File: src/rtl/display_mode_sequencer.sv
// rtl/display_mode_sequencer.sv - display page selector with idle timeout, auto-rotate and edit lock
module display_mode_sequencer #(
    parameter int NUM_MODES     = 4,
    parameter int MODE_W        = 2,
    parameter int RESET_MODE    = 0,
    parameter int TIMEOUT_TICKS = 10,
    parameter int ROTATE_TICKS  = 5
) (
    input  logic              clk,
    input  logic              rst_n,
    input  logic              i_next_p,
    input  logic              i_prev_p,
    input  logic              i_home_p,
    input  logic              i_tick_p,
    input  logic              i_edit_active,
    input  logic              i_auto_en,
    output logic [MODE_W-1:0] o_mode,
    output logic              o_mode_changed_p
);

    localparam int CMAX = (TIMEOUT_TICKS > ROTATE_TICKS) ? TIMEOUT_TICKS : ROTATE_TICKS;
    localparam int CW   = (CMAX < 1) ? 1 : $clog2(CMAX + 1);

    localparam logic [CW-1:0]     TO_LIM = CW'(TIMEOUT_TICKS);
    localparam logic [CW-1:0]     RO_LIM = CW'(ROTATE_TICKS);
    localparam logic [MODE_W-1:0] LAST   = MODE_W'(NUM_MODES - 1);
    localparam logic [MODE_W-1:0] HOME   = MODE_W'(RESET_MODE);
    localparam logic              TO_ON  = (TIMEOUT_TICKS != 0);
    localparam logic              RO_ON  = (ROTATE_TICKS != 0);

    logic [MODE_W-1:0] r_mode;
    logic              r_changed;
    logic [CW-1:0]     r_idle;
    logic [CW-1:0]     r_rot;

    logic              w_key;
    logic              w_to_evt;
    logic              w_rot_evt;
    logic [CW-1:0]     w_idle_inc;
    logic [CW-1:0]     w_rot_inc;
    logic [CW-1:0]     w_idle_nxt;
    logic [CW-1:0]     w_rot_nxt;
    logic [MODE_W-1:0] w_mode_inc;
    logic [MODE_W-1:0] w_mode_dec;
    logic [MODE_W-1:0] w_mode_nxt;

    assign w_key      = i_next_p | i_prev_p | i_home_p;
    assign w_idle_inc = r_idle + 1'b1;
    assign w_rot_inc  = r_rot + 1'b1;
    assign w_mode_inc = (r_mode == LAST) ? '0 : r_mode + 1'b1;
    assign w_mode_dec = (r_mode == '0) ? LAST : r_mode - 1'b1;

    // Idle counter saturates at the limit while already on the home page.
    always_comb begin
        w_idle_nxt = r_idle;
        w_to_evt   = 1'b0;
        if (i_edit_active || w_key || i_auto_en || !TO_ON) begin
            w_idle_nxt = '0;
        end else if (i_tick_p && r_idle != TO_LIM) begin
            if (w_idle_inc == TO_LIM && r_mode != HOME) begin
                w_to_evt   = 1'b1;
                w_idle_nxt = '0;
            end else begin
                w_idle_nxt = w_idle_inc;
            end
        end
    end

    always_comb begin
        w_rot_nxt = r_rot;
        w_rot_evt = 1'b0;
        if (i_edit_active || w_key || !i_auto_en || !RO_ON) begin
            w_rot_nxt = '0;
        end else if (i_tick_p) begin
            if (w_rot_inc == RO_LIM) begin
                w_rot_evt = 1'b1;
                w_rot_nxt = '0;
            end else begin
                w_rot_nxt = w_rot_inc;
            end
        end
    end

    always_comb begin
        w_mode_nxt = r_mode;
        if (i_edit_active) begin
            w_mode_nxt = r_mode;
        end else if (i_home_p) begin
            w_mode_nxt = HOME;
        end else if (i_next_p && i_prev_p) begin
            w_mode_nxt = r_mode;
        end else if (i_next_p || w_rot_evt) begin
            w_mode_nxt = w_mode_inc;
        end else if (i_prev_p) begin
            w_mode_nxt = w_mode_dec;
        end else if (w_to_evt) begin
            w_mode_nxt = HOME;
        end
    end

    always_ff @(posedge clk or negedge rst_n) begin
        if (!rst_n) begin
            r_mode    <= HOME;
            r_changed <= 1'b0;
            r_idle    <= '0;
            r_rot     <= '0;
        end else begin
            r_mode    <= w_mode_nxt;
            r_changed <= (w_mode_nxt != r_mode);
            r_idle    <= w_idle_nxt;
            r_rot     <= w_rot_nxt;
        end
    end

    assign o_mode           = r_mode;
    assign o_mode_changed_p = r_changed;

endmodule

File: config.mk
export PLATFORM = sky130hd
export DESIGN_NAME = display_mode_sequencer
export DESIGN_NICKNAME = d
export VERILOG_FILES = /design/src/rtl/display_mode_sequencer.sv
export SDC_FILE = /design/constraint.sdc
export NUM_CORES = 1
export LEC_CHECK = 0
export ABC_AREA = 1
export BUFFER_PORTS_ARGS = -buffer_cell sky130_fd_sc_hd__buf_2
export CORE_MARGIN = 5
export CORE_UTILIZATION = 40
export CTS_CLUSTER_SIZE = 20
export DETAILED_ROUTE_END_ITERATION = 10
export PLACE_DENSITY_LB_ADDON = 0.25
export SLEW_MARGIN = 0
export SYNTH_ARGS = -nofsm -noshare
export SYNTH_HDL_FRONTEND = slang
export SYNTH_SLANG_ARGS = --single-unit
File: constraint.sdc
create_clock -name clk -period 4.5 [get_ports clk]
set_input_delay 0.225 -clock clk [delete_from_list [all_inputs] [get_ports clk]]
set_output_delay 0.225 -clock clk [all_outputs]
set_load 0.01 [all_outputs]
==> out/qor.json, run 1 <==
{
  "critPathArrivalTime_ns": 1.90,
  "syn_inst": 109,
  "synth.top_cell.area_share_pct": 34.38,
  "run_status": "finished, final reports clean",
  "die-width_um": 54.74,
  "cts-root-to-sink-buffers": 2,
  "groute.usage.overall_pct": 12.49,
  "routed_via_density": 4.636,
  "detail_route.first_pass.iterations": 4,
  "cts_root_buffer": "clkbuf_4",
  "global_route_wire_length_before_repair_um": 2594,
  "floorplan.die_area_um2": 2996,
  "synth_area_per_cell_um2": 7.346,
  "start_util_pct": 41.24,
  "worst_path_largest_cell_delay_ns": 0.43,
  "post_route_drc": 0,
  "portBuffers": 10,
  "placed_cells": 146,
  "worst_setup_hold_path_clk_slew_ns": 0.08,
  "clock_skew_ns": 0.008346,
  "post_cts_resized": 0,
  "synth.yosys.warnings": 0,
  "cts_tree": "yes",
  "postPlaceCellArea_um2": 884.6,
  "period_minus_slack_ns": 1.741,
  "slew_viol_final": 0,
  "cell_area_after_synthesis_um2": 800.8,
  "slowest_stage": "dfrtp_1",
  "worst_slew_pin_slew_ns": 0.3051,
  "report.final.hold_viol_count": 0,
  "setup.worst_path.class": "reg2reg",
  "yosysMostFrequentCell": "nand2_1",
  "die_height_um": 54.74,
  "critical_path.endpoint_type": "flop",
  "fmax_mhz": 574.5,
  "vias_in_the_first_global_route": 662,
  "timing.critical_path.cells": "ha_1 > xnor2_1 > nor2_1 > nand2_1 > nand2_1 > a21oi_1 > nand2_1 > nand2_2 > nand2_1 > nand2_1 > nand2_1",
  "post_route_cells_drive_above_1_share_pct": 18.55,
  "regArea_um2": 275.3,
  "timing.critical_path.required_ns": 4.66,
  "grt_antenna_before_repair": 0,
  "crit_path_start_kind": "flop",
  "row_count": 16,
  "routabilityCongestion": 0.8459,
  "synth_top_cell_by_area": "dfrtp_1",
  "power.density_nw_per_um2": 234.0,
  "synth_cell_types": 20,
  "detailedPlacementHpwl_um": 1200,
  "synth_sequential_area_ratio_pct": 34.38,
  "fin_area_um2": 922.1,
  "total_leakage_power_uw": 0.0004654,
  "vias": 700,
  "core_um2": 1942,
  "clock_insertion_delay_worst_skew_ns": 0.27,
  "netlist_top_cells_count": "23 x nand2_1, 20 x inv_1, 11 x dfrtp_1",
  "post-layout-total-power_uw": 215.7,
  "async_reset_ff_share_pct": 100.0,
  "globalRouteOverflowTotal": 0,
  "crit_path_frequent_cell": "nand2_1",
  "hold_path.class": "in2reg",
  "clock_tree.htree_level_count": 1,
  "wire_per_inst_um": 9.907,
  "post-route-period-util_pct": 38.68,
  "numCtsBuffers": 3,
  "number_of_enable_type_register_cells_in_the_synthesized_netlist": 0,
  "multi_input_area_um2": 446.7,
  "areaGrowthSynthToFinish_pct": 15.16,
  "count_of_maximum_capacitance_violations": 0,
  "totalNegativeSetupSlack_ns": 0,
  "synth_area_leaders": "dfrtp_1 34%, ha_1 11%, nand2_1 11%",
  "num_io_pins": 11,
  "irDropWorstVdd_uv": 114.8,
  "final_net_count": 140,
  "slew-limit-headroom_pct": 79.59,
  "fillCellCount": 210,
  "drt-total-wl_um": 1496,
  "post_layout_nonfiller_instances": 151,
  "total_clock_sinks": 11,
  "synthesized_nets": 124,
  "synthFlopType": "dfrtp_1",
  "setup_viol_count_final": 0,
  "setup_repair_after_global_routing_missed_its_margin": "false",
  "path_max_fanout": 5,
  "largest_net_degree_at_the_start_of_global_routing": 12,
  "detailedRoute.firstIterationViolations": 21,
  "drt.antenna.violating_nets": 0,
  "antenna_cells": 0,
  "ys_seq_elements": 11
}
worst paths after layout:
check	start	to	depth (start not counted)	slack, ns
min in group asynchronous	rst_n	r_idle[1]	2	0.34
max	r_rot[0]	o_mode_changed_p	11	2.76
min reg2reg	r_rot[3]	r_rot[3]	2	0.55
min	i_edit_active	o_mode[1]	3	0.25
max in group asynchronous	rst_n	r_rot[1]	2	3.95
max reg2reg	r_rot[0]	o_mode_changed_p	11	2.76
area by class of cell:
cell class	instances	share of cell area [%]
clock buffers	3	2.442
well taps	27	3.664
clock inverters	1	0.5427
multi-input cells	77	48.44
flip-flops and latches	11	29.85
inverters	21	8.548
repair buffers	11	6.513
cell usage in the layout (no fill, tap or decap), types with 2 or more instances in the layout:
master	n
inv_1	20
ha_1	7
dfrtp_1	11
nor2_2	5
o21ai_0	4
nand2_1	23
nand3_1	8
clkbuf_4	3
nor2_1	9
nand4_1	4
xnor2_1	2
nand2_2	3
a21oi_1	2
buf_2	10
o31ai_1	3
o22ai_1	2
stage by stage:
step | worst slack (ns) | utilization [%] | hold WS, ns
floorplan | 2.913 | - | -0.07059
global placement | 2.797 | 45.55 | 0.1129
detailed placement | 2.772 | 45.55 | 0.1183
CTS | 2.760 | 47.49 | 0.2476
global route | 2.558 | 47.49 | 0.2610
finish | 2.759 | 47.49 | 0.2546
cell families (layout without fill, tap and decap cells):
logic type,count (synthesis),in the layout,synth area share (%)
buf+inv,21,36,9.843
xor+xnor,2,2,2.188
fa+ha+maj,7,7,10.94
simple gates,53,53,30.78
compound gates,15,15,11.87
flops,11,11,34.37
power breakdown:
group	switching, uW	internal, uW
clock	36.3	32.9
sequential	4.00	103
combinational	23.8	15.6
what timing repair did:
item                      CTS  global route
buffers inserted            0             0
hold buffers                1             0
hold endpoints to repair   11             0
metal layers:
| metal | share of wire [%] | track usage (%) | routed length (um) | up-vias |
|---|---|---|---|---|
| met5 | 0 | 0 | 0 | - |
| met4 | 1.2 | 8.714 | 18 | 0 |
| met3 | 6.0 | 3.542 | 90 | 2 |
| met2 | 45 | 18.90 | 669 | 12 |
| met1 | 48 | 15.04 | 718 | 303 |
| li1 | - | - | - | 383 |
registers in the layout, summed over array words and instances, names as in the netlist:
register / cells
o_mode: 2
o_mode_changed_p: 1
r_idle: 4
r_rot: 4
critical path, delay by kind of cell (launching register included):
kind	cells	cell delay, ns
compound gates	1	0.13
xor+xnor	1	0.27
fa+ha+maj	1	0.23
simple gates	8	0.57
flops	1	0.43
(Power assumes the default switching activity.)
==> run 2, diff against run 1 <==
- clock period: 4.5 -> 1.8 ns (I/O delays scaled with it)
==> run 2 against run 1 <==
Worst hold slack worse by 0.13 ns. Non-clock buffer count up 6. Clock-buffer cell count rose by 1. Sequential power up 140%.
==> out/qor.json, run 2 (synthesized netlist as in run 1, its figures left out) <==
{
  "run_status": "finished, final reports clean",
  "floorplan.die_area": {"value": 2996, "unit": "um^2", "change": "unchanged"},
  "grtUsageMet1": {"value": 14.71, "unit": "%", "change": "-0.33 points"},
  "layout_common_cells": "22 x nand2_1, 20 x inv_1, 10 x buf_2, 10 x dfrtp_1, 9 x nor2_1",
  "path_max_fanout": {"value": 5, "change": "unchanged"},
  "largest_net_degree_at_the_start_of_global_routing": {"value": 12, "change": "unchanged"},
  "crit_path_start_kind": "flop",
  "worstReg2RegStart": "r_idle[1]",
  "post_layout_nonfiller_instances": {"value": 157, "change": "+4.0%"},
  "timing.critical_path.required": {"value": 2.01, "unit": "ns", "change": "-2.65 ns"},
  "period_minus_slack": {"value": 1.739, "unit": "ns", "change": "-0.001869 ns"},
  "portBuffers": {"value": 10, "change": "unchanged"},
  "post_route_cells_drive_above_1_share": {"value": 26.15, "unit": "%", "change": "+7.6 points"},
  "timing.hold.worst_endpoint": "o_mode[0]",
  "routabilityCongestion": {"value": 0.8633, "change": "+2.1%"},
  "grt_most_used_layer": "met2",
  "post-route-period-util": {"value": 96.59, "unit": "%", "change": "+58 points"},
  "worstReg2RegEnd": "o_mode_changed_p",
  "post_route_drc": {"value": 0, "change": "unchanged"},
  "slew-limit-headroom": {"value": 77.54, "unit": "%", "change": "-2.0 points"},
  "detailedRoute.firstIterationViolations": {"value": 7, "change": "-67%"},
  "vias": {"value": 751, "change": "+7.3%"},
  "row_count": {"value": 16, "change": "unchanged"},
  "cts_tree": "yes",
  "gr-usage-met2": {"value": 21.06, "unit": "%", "change": "+2.2 points"},
  "reg2reg_setup_slack": {"value": 0.06, "unit": "ns", "change": "-2.70 ns"},
  "core": {"value": 1942, "unit": "um^2", "change": "unchanged"},
  "globalRouteOverflowTotal": {"value": 0, "change": "unchanged"},
  "worst_setup_hold_path_clk_slew": {"value": 0.07, "unit": "ns", "change": "about the same"},
  "utilization": {"value": 50.77, "unit": "%", "change": "+3.3 points"},
  "count_of_maximum_capacitance_violations": {"value": 0, "change": "unchanged"},
  "setup_viol_count_final": {"value": 0, "change": "unchanged"},
  "antenna_cells": {"value": 0, "change": "unchanged"},
  "hold_path.class": "in2reg",
  "total_clock_sinks": {"value": 11, "change": "unchanged"},
  "vias_in_the_first_global_route": {"value": 654, "change": "-1.2%"},
  "drt.antenna.violating_nets": {"value": 0, "change": "unchanged"},
  "grt_util_met3": {"value": 6.267, "unit": "%", "change": "+2.7 points"},
  "rr_worst_depth": {"value": 12, "change": "+1"},
  "hold_path_depth": {"value": 3, "change": "unchanged"},
  "totalNegativeSetupSlack": {"value": 0, "unit": "ns", "change": "unchanged"},
  "final_net_count": {"value": 146, "change": "+4.3%"},
  "slew_viol_final": {"value": 0, "change": "unchanged"},
  "drt-total-wl": {"value": 1690, "unit": "um", "change": "+13%"},
  "cts_root_buffer": "clkbuf_4",
  "numCtsBuffers": {"value": 3, "change": "unchanged"},
  "irDropWorstVdd": {"value": 553.1, "unit": "uV", "change": "+380%"},
  "global_route_wire_length_before_repair": {"value": 2684, "unit": "um", "change": "+3.5%"},
  "setup.worst_path.class": "reg2reg",
  "critical_path.endpoint_type": "flop",
  "wire_per_inst": {"value": 10.76, "unit": "um", "change": "+8.7%"},
  "groute.usage.overall": {"value": 13.06, "unit": "%", "change": "+0.57 points"},
  "placed_cells": {"value": 148, "change": "+1.4%"},
  "clock_tree.htree_level_count": {"value": 1, "change": "unchanged"},
  "mostFrequentLayoutCell": "nand2_1",
  "hold_ws": {"value": 0.1220, "unit": "ns", "change": "-0.1326 ns"},
  "grt_antenna_before_repair": {"value": 0, "change": "unchanged"},
  "report.final.hold_viol_count": {"value": 0, "change": "unchanged"},
  "hp-start": "i_edit_active",
  "die_height": {"value": 54.74, "unit": "um", "change": "unchanged"},
  "fmax": {"value": 575.1, "unit": "MHz", "change": "+0.11%"},
  "power.density": {"value": 558.6, "unit": "nW/um^2", "change": "+140%"},
  "cts-root-to-sink-buffers": {"value": 2, "change": "unchanged"},
  "critPathArrivalTime": {"value": 1.95, "unit": "ns", "change": "+0.05 ns"},
  "detail_route.first_pass.iterations": {"value": 2, "change": "-2"},
  "die-width": {"value": 54.74, "unit": "um", "change": "unchanged"},
  "detailedPlacementHpwl": {"value": 1293, "unit": "um", "change": "+7.7%"},
  "worst_slew_pin_slew": {"value": 0.3356, "unit": "ns", "change": "+0.03057 ns"},
  "clock_skew": {"value": 0.003653, "unit": "ns", "change": "-0.004693 ns"},
  "total_leakage_power": {"value": 0.0004885, "unit": "uW", "change": "+5.0%"},
  "num_io_pins": {"value": 11, "change": "unchanged"},
  "routed_via_density": {"value": 4.783, "change": "+3.2%"},
  "clock_insertion_delay_worst_skew": {"value": 0.27, "unit": "ns", "change": "about the same"},
  "areaGrowthSynthToFinish_pct": 23.13,
  "start_util": {"value": 41.24, "unit": "%", "change": "unchanged"}
}
run 2: stage by stage:
stage / setup WS [ns] / instance area (um^2) / total power (uW)
global route: -0.09963 / 985.9 / 594.5
finish: 0.06130 / 985.9 / 550.8
floorplan: 0.2127 / 800.8 / 333.5
detailed placement: 0.09138 / 899.6 / 381.6
CTS: 0.08484 / 935.9 / 557.0
global placement: 0.08704 / 899.6 / 380.9
run 2: what timing repair did:
action,in CTS,in global routing
gates resized for setup,0,6
setup endpoints to repair,0,2
endpoints found under the hold margin,11,0
hold buffers,1,0
buffers inserted,0,4
run 2: worst max-delay path, cell delays in order, from the launching register on:
cell	delay, ns
dfrtp_1	0.43
ha_2	0.20
xnor2_1	0.21
nand2_1	0.12
nor2_2	0.18
nand2_2	0.07
nand3_1	0.08
nand2_1	0.07
nand2_1	0.08
nand3_1	0.06
nand2_1	0.07
clkinv_1	0.05
nand2_1	0.05
run 2: area by class of cell:
class / instances / area, um^2
clock buffer: 4 / 26.28
multi-input combinational: 77 / 465.4
sequential: 11 / 276.5
timing repair buffer: 17 / 105.1
inverter: 21 / 78.83
tap: 27 / 33.78
fill: 202 / 955.9
run 2: layer usage:
metal / share of wire [%] / routed length, um / up-vias
li1: - / - / 397
met3: 6.3 / 106 / 4
met4: 2.0 / 34 / 0
met5: 0 / 0 / -
met1: 43 / 727 / 336
met2: 49 / 822 / 14
run 2: power by group:
part | leakage [uW] | total, uW | internal, uW | switching (uW)
Sequential | 0.000148 | 262 | 258 | 4.30
Combinational | 0.000326 | 119 | 47.7 | 70.9
Clock | 0.0000150 | 170 | 85.8 | 84.3
Total | 0.000489 | 551 | 391 | 160
run 2: worst max path at each step:
| stage | startpoint | to | slack [ns] | cells past startpoint |
|---|---|---|---|---|
| 6_report | r_idle[1] | o_mode_changed_p | 0.06 | 12 |
| 2_1_floorplan | o_mode[0] | o_mode_changed_p | 0.21 | 13 |
| 4_1_cts | r_rot[0] | o_mode_changed_p | 0.08 | 11 |
| 3_3_place_gp | r_rot[0] | o_mode_changed_p | 0.09 | 11 |
| 5_1_grt | r_idle[0] | o_mode_changed_p | -0.1 | 12 |
| 3_5_place_dp | r_rot[0] | o_mode_changed_p | 0.09 | 11 |
==> run 3, diff against run 2 <==
- CORE_UTILIZATION: 40 -> 55
==> run 3 against run 2 <==
Combinational power increased by 5%. Via count grew 3.1%. Final area down 0.38%. Non-clock buffer count unchanged. First-iteration DRC count grew to 3.3 times the previous value. Clock power barely moved. Critical path type unchanged. Critical endpoint unchanged. Largest power group unchanged.
==> out/qor.json, run 3 (synthesized netlist as in run 1, its figures left out) <==
{
  "final_critical_path_setup_slack": {"value": 0.1302, "unit": "ns", "change": "+0.06889 ns"},
  "clock_skew": {"value": 0.007975, "unit": "ns", "change": "+0.004322 ns"},
  "setup.worst_path.class": "reg2reg",
  "post-route-period-util": {"value": 92.77, "unit": "%", "change": "-3.8 points"},
  "crit_path_start_kind": "flop",
  "grt_antenna_before_repair": {"value": 0, "change": "unchanged"},
  "report.final.hold_viol_count": {"value": 0, "change": "unchanged"},
  "drt.antenna.violating_nets": {"value": 0, "change": "unchanged"},
  "largest_net_degree_at_the_start_of_global_routing": {"value": 12, "change": "unchanged"},
  "count_of_maximum_capacitance_violations": {"value": 0, "change": "unchanged"},
  "drt-total-wl": {"value": 1696, "unit": "um", "change": "+0.36%"},
  "row_count": {"value": 13, "change": "-3"},
  "numCtsBuffers": {"value": 3, "change": "unchanged"},
  "antenna_cells": {"value": 0, "change": "unchanged"},
  "hold_path.class": "in2reg",
  "path_max_fanout": {"value": 5, "change": "unchanged"},
  "mostFrequentLayoutCell": "nand2_1",
  "utilization": {"value": 73.64, "unit": "%", "change": "+23 points"},
  "critPathArrivalTime": {"value": 1.88, "unit": "ns", "change": "-0.07 ns"},
  "cts-root-to-sink-buffers": {"value": 2, "change": "unchanged"},
  "post-layout-total-power": {"value": 556.1, "unit": "uW", "change": "+0.96%"},
  "routed_via_density": {"value": 5.338, "change": "+12%"},
  "fmax": {"value": 598.9, "unit": "MHz", "change": "+4.1%"},
  "die-width": {"value": 48.16, "unit": "um", "change": "-12%"},
  "total_clock_sinks": {"value": 11, "change": "unchanged"},
  "wire_per_inst": {"value": 11.70, "unit": "um", "change": "+8.7%"},
  "total_leakage_power": {"value": 0.0004896, "unit": "uW", "change": "+0.23%"},
  "irDropWorstVdd": {"value": 417.1, "unit": "uV", "change": "-25%"},
  "portBuffers": {"value": 10, "change": "unchanged"},
  "cts_tree": "yes",
  "routabilityCongestion": {"value": 0.8712, "change": "+0.92%"},
  "globalRouteOverflowTotal": {"value": 0, "change": "unchanged"},
  "core": {"value": 1334, "unit": "um^2", "change": "-31%"},
  "placed_cells": {"value": 137, "change": "-7.4%"},
  "start_util": {"value": 60.04, "unit": "%", "change": "+19 points"},
  "floorplan.die_area": {"value": 2319, "unit": "um^2", "change": "-23%"},
  "final_net_count": {"value": 146, "change": "unchanged"},
  "post_route_drc": {"value": 0, "change": "unchanged"},
  "period_minus_slack": {"value": 1.670, "unit": "ns", "change": "-0.06889 ns"},
  "groute.usage.overall": {"value": 16.60, "unit": "%", "change": "+3.5 points"},
  "worst_setup_hold_path_clk_slew": {"value": 0.07, "unit": "ns", "change": "about the same"},
  "slew-limit-headroom": {"value": 79.20, "unit": "%", "change": "+1.7 points"},
  "detailedRoute.firstIterationViolations": {"value": 23, "change": "+16"},
  "setup_viol_count_final": {"value": 0, "change": "unchanged"},
  "detail_route.first_pass.iterations": {"value": 4, "change": "+2"},
  "layout_common_cells": "22 x nand2_1, 19 x inv_1, 11 x dfrtp_1",
  "slew_viol_final": {"value": 0, "change": "unchanged"},
  "critical_path.endpoint_type": "flop",
  "post_route_cells_drive_above_1_share": {"value": 28.46, "unit": "%", "change": "+2.3 points"},
  "power.density": {"value": 566.2, "unit": "nW/um^2", "change": "+1.3%"},
  "timing.critical_path.required": {"value": 2.01, "unit": "ns", "change": "about the same"},
  "post-place-ws": {"value": 0.07686, "unit": "ns", "change": "-0.01452 ns"},
  "cts_root_buffer": "clkbuf_4",
  "areaGrowthSynthToFinish_pct": 22.66,
  "clock_insertion_delay_worst_skew": {"value": 0.28, "unit": "ns", "change": "about the same"},
  "global_route_wire_length_before_repair": {"value": 2649, "unit": "um", "change": "-1.3%"},
  "vias_in_the_first_global_route": {"value": 683, "change": "+4.4%"},
  "post_layout_nonfiller_instances": {"value": 145, "change": "-7.6%"},
  "die_height": {"value": 48.16, "unit": "um", "change": "-12%"},
  "fillCellCount": {"value": 110, "change": "-46%"},
  "detailedPlacementHpwl": {"value": 1291, "unit": "um", "change": "-0.13%"},
  "num_io_pins": {"value": 11, "change": "unchanged"},
  "worst_slew_pin_slew": {"value": 0.3109, "unit": "ns", "change": "-0.02475 ns"},
  "clock_tree.htree_level_count": {"value": 1, "change": "unchanged"},
  "vias": {"value": 774, "change": "+3.1%"},
  "run_status": "finished, final reports clean"
}
-- run 3: routing by layer --
metal / track usage, % / vias up / routed length (um)
met5: 0 / - / 0
met4: 9.677 / 0 / 42
li1: - / 396 / -
met2: 27.60 / 20 / 741
met3: 1.476 / 5 / 84
met1: 20.72 / 353 / 828
-- run 3: power breakdown --
group	internal, uW	total, uW	switching, uW
logic	51.0	125	73.6
registers	258	262	4.11
clock network	82.5	170	87.3
-- run 3: cell type report --
class                      count  area (um^2)  area share (%)
multi-input combinational     77        476.7           48.54
clock inverter                 1        5.005          0.5096
timing repair buffer          17        105.1           10.70
tap                           15        18.77           1.911
clock buffer                   3        22.52           2.293
inverter                      21        78.83           8.025
sequential                    11        275.3           28.03
-- run 3: final timing paths --
kind | from | end | slack, ns | depth (start not counted)
max in group asynchronous | rst_n | r_rot[0] | 1.38 | 2
setup reg to reg | r_idle[0] | o_mode_changed_p | 0.13 | 12
hold / removal | i_edit_active | o_mode[0] | 0.11 | 3
setup / recovery | r_idle[0] | o_mode_changed_p | 0.13 | 12
hold reg to reg | r_rot[3] | r_rot[3] | 0.54 | 2
min in group asynchronous | rst_n | r_idle[3] | 0.21 | 2
-- run 3: worst max-delay path: stages (launching register included) --
cell and delay (ns):
dfrtp_1 0.44, ha_2 0.22, xnor2_2 0.14, nand2_1 0.10
nor2_2 0.14, nand2_1 0.08, nand3_1 0.07, nand2_1 0.07
nand2_1 0.09, nand3_1 0.07, nand2_1 0.07, clkinv_1 0.06
nand2_1 0.05
-- run 3: repair_timing --
action / CTS / global route
gates resized for setup: 0 / 8
setup endpoints to repair: 0 / 1
hold endpoints to repair: 11 / 0
hold buffers: 1 / 0
setup buffers: 0 / 3
-- run 3: metrics by stage --
step	hold WS, ns	TNS, ns	instance area, um^2
finish	0.1072	0	982.2
global route	0.1271	-0.02459	982.2
CTS	0.1084	0	929.6
detailed placement	-0.02354	0	892.1
global placement	-0.02878	0	892.1
floorplan	-0.2056	0	800.8
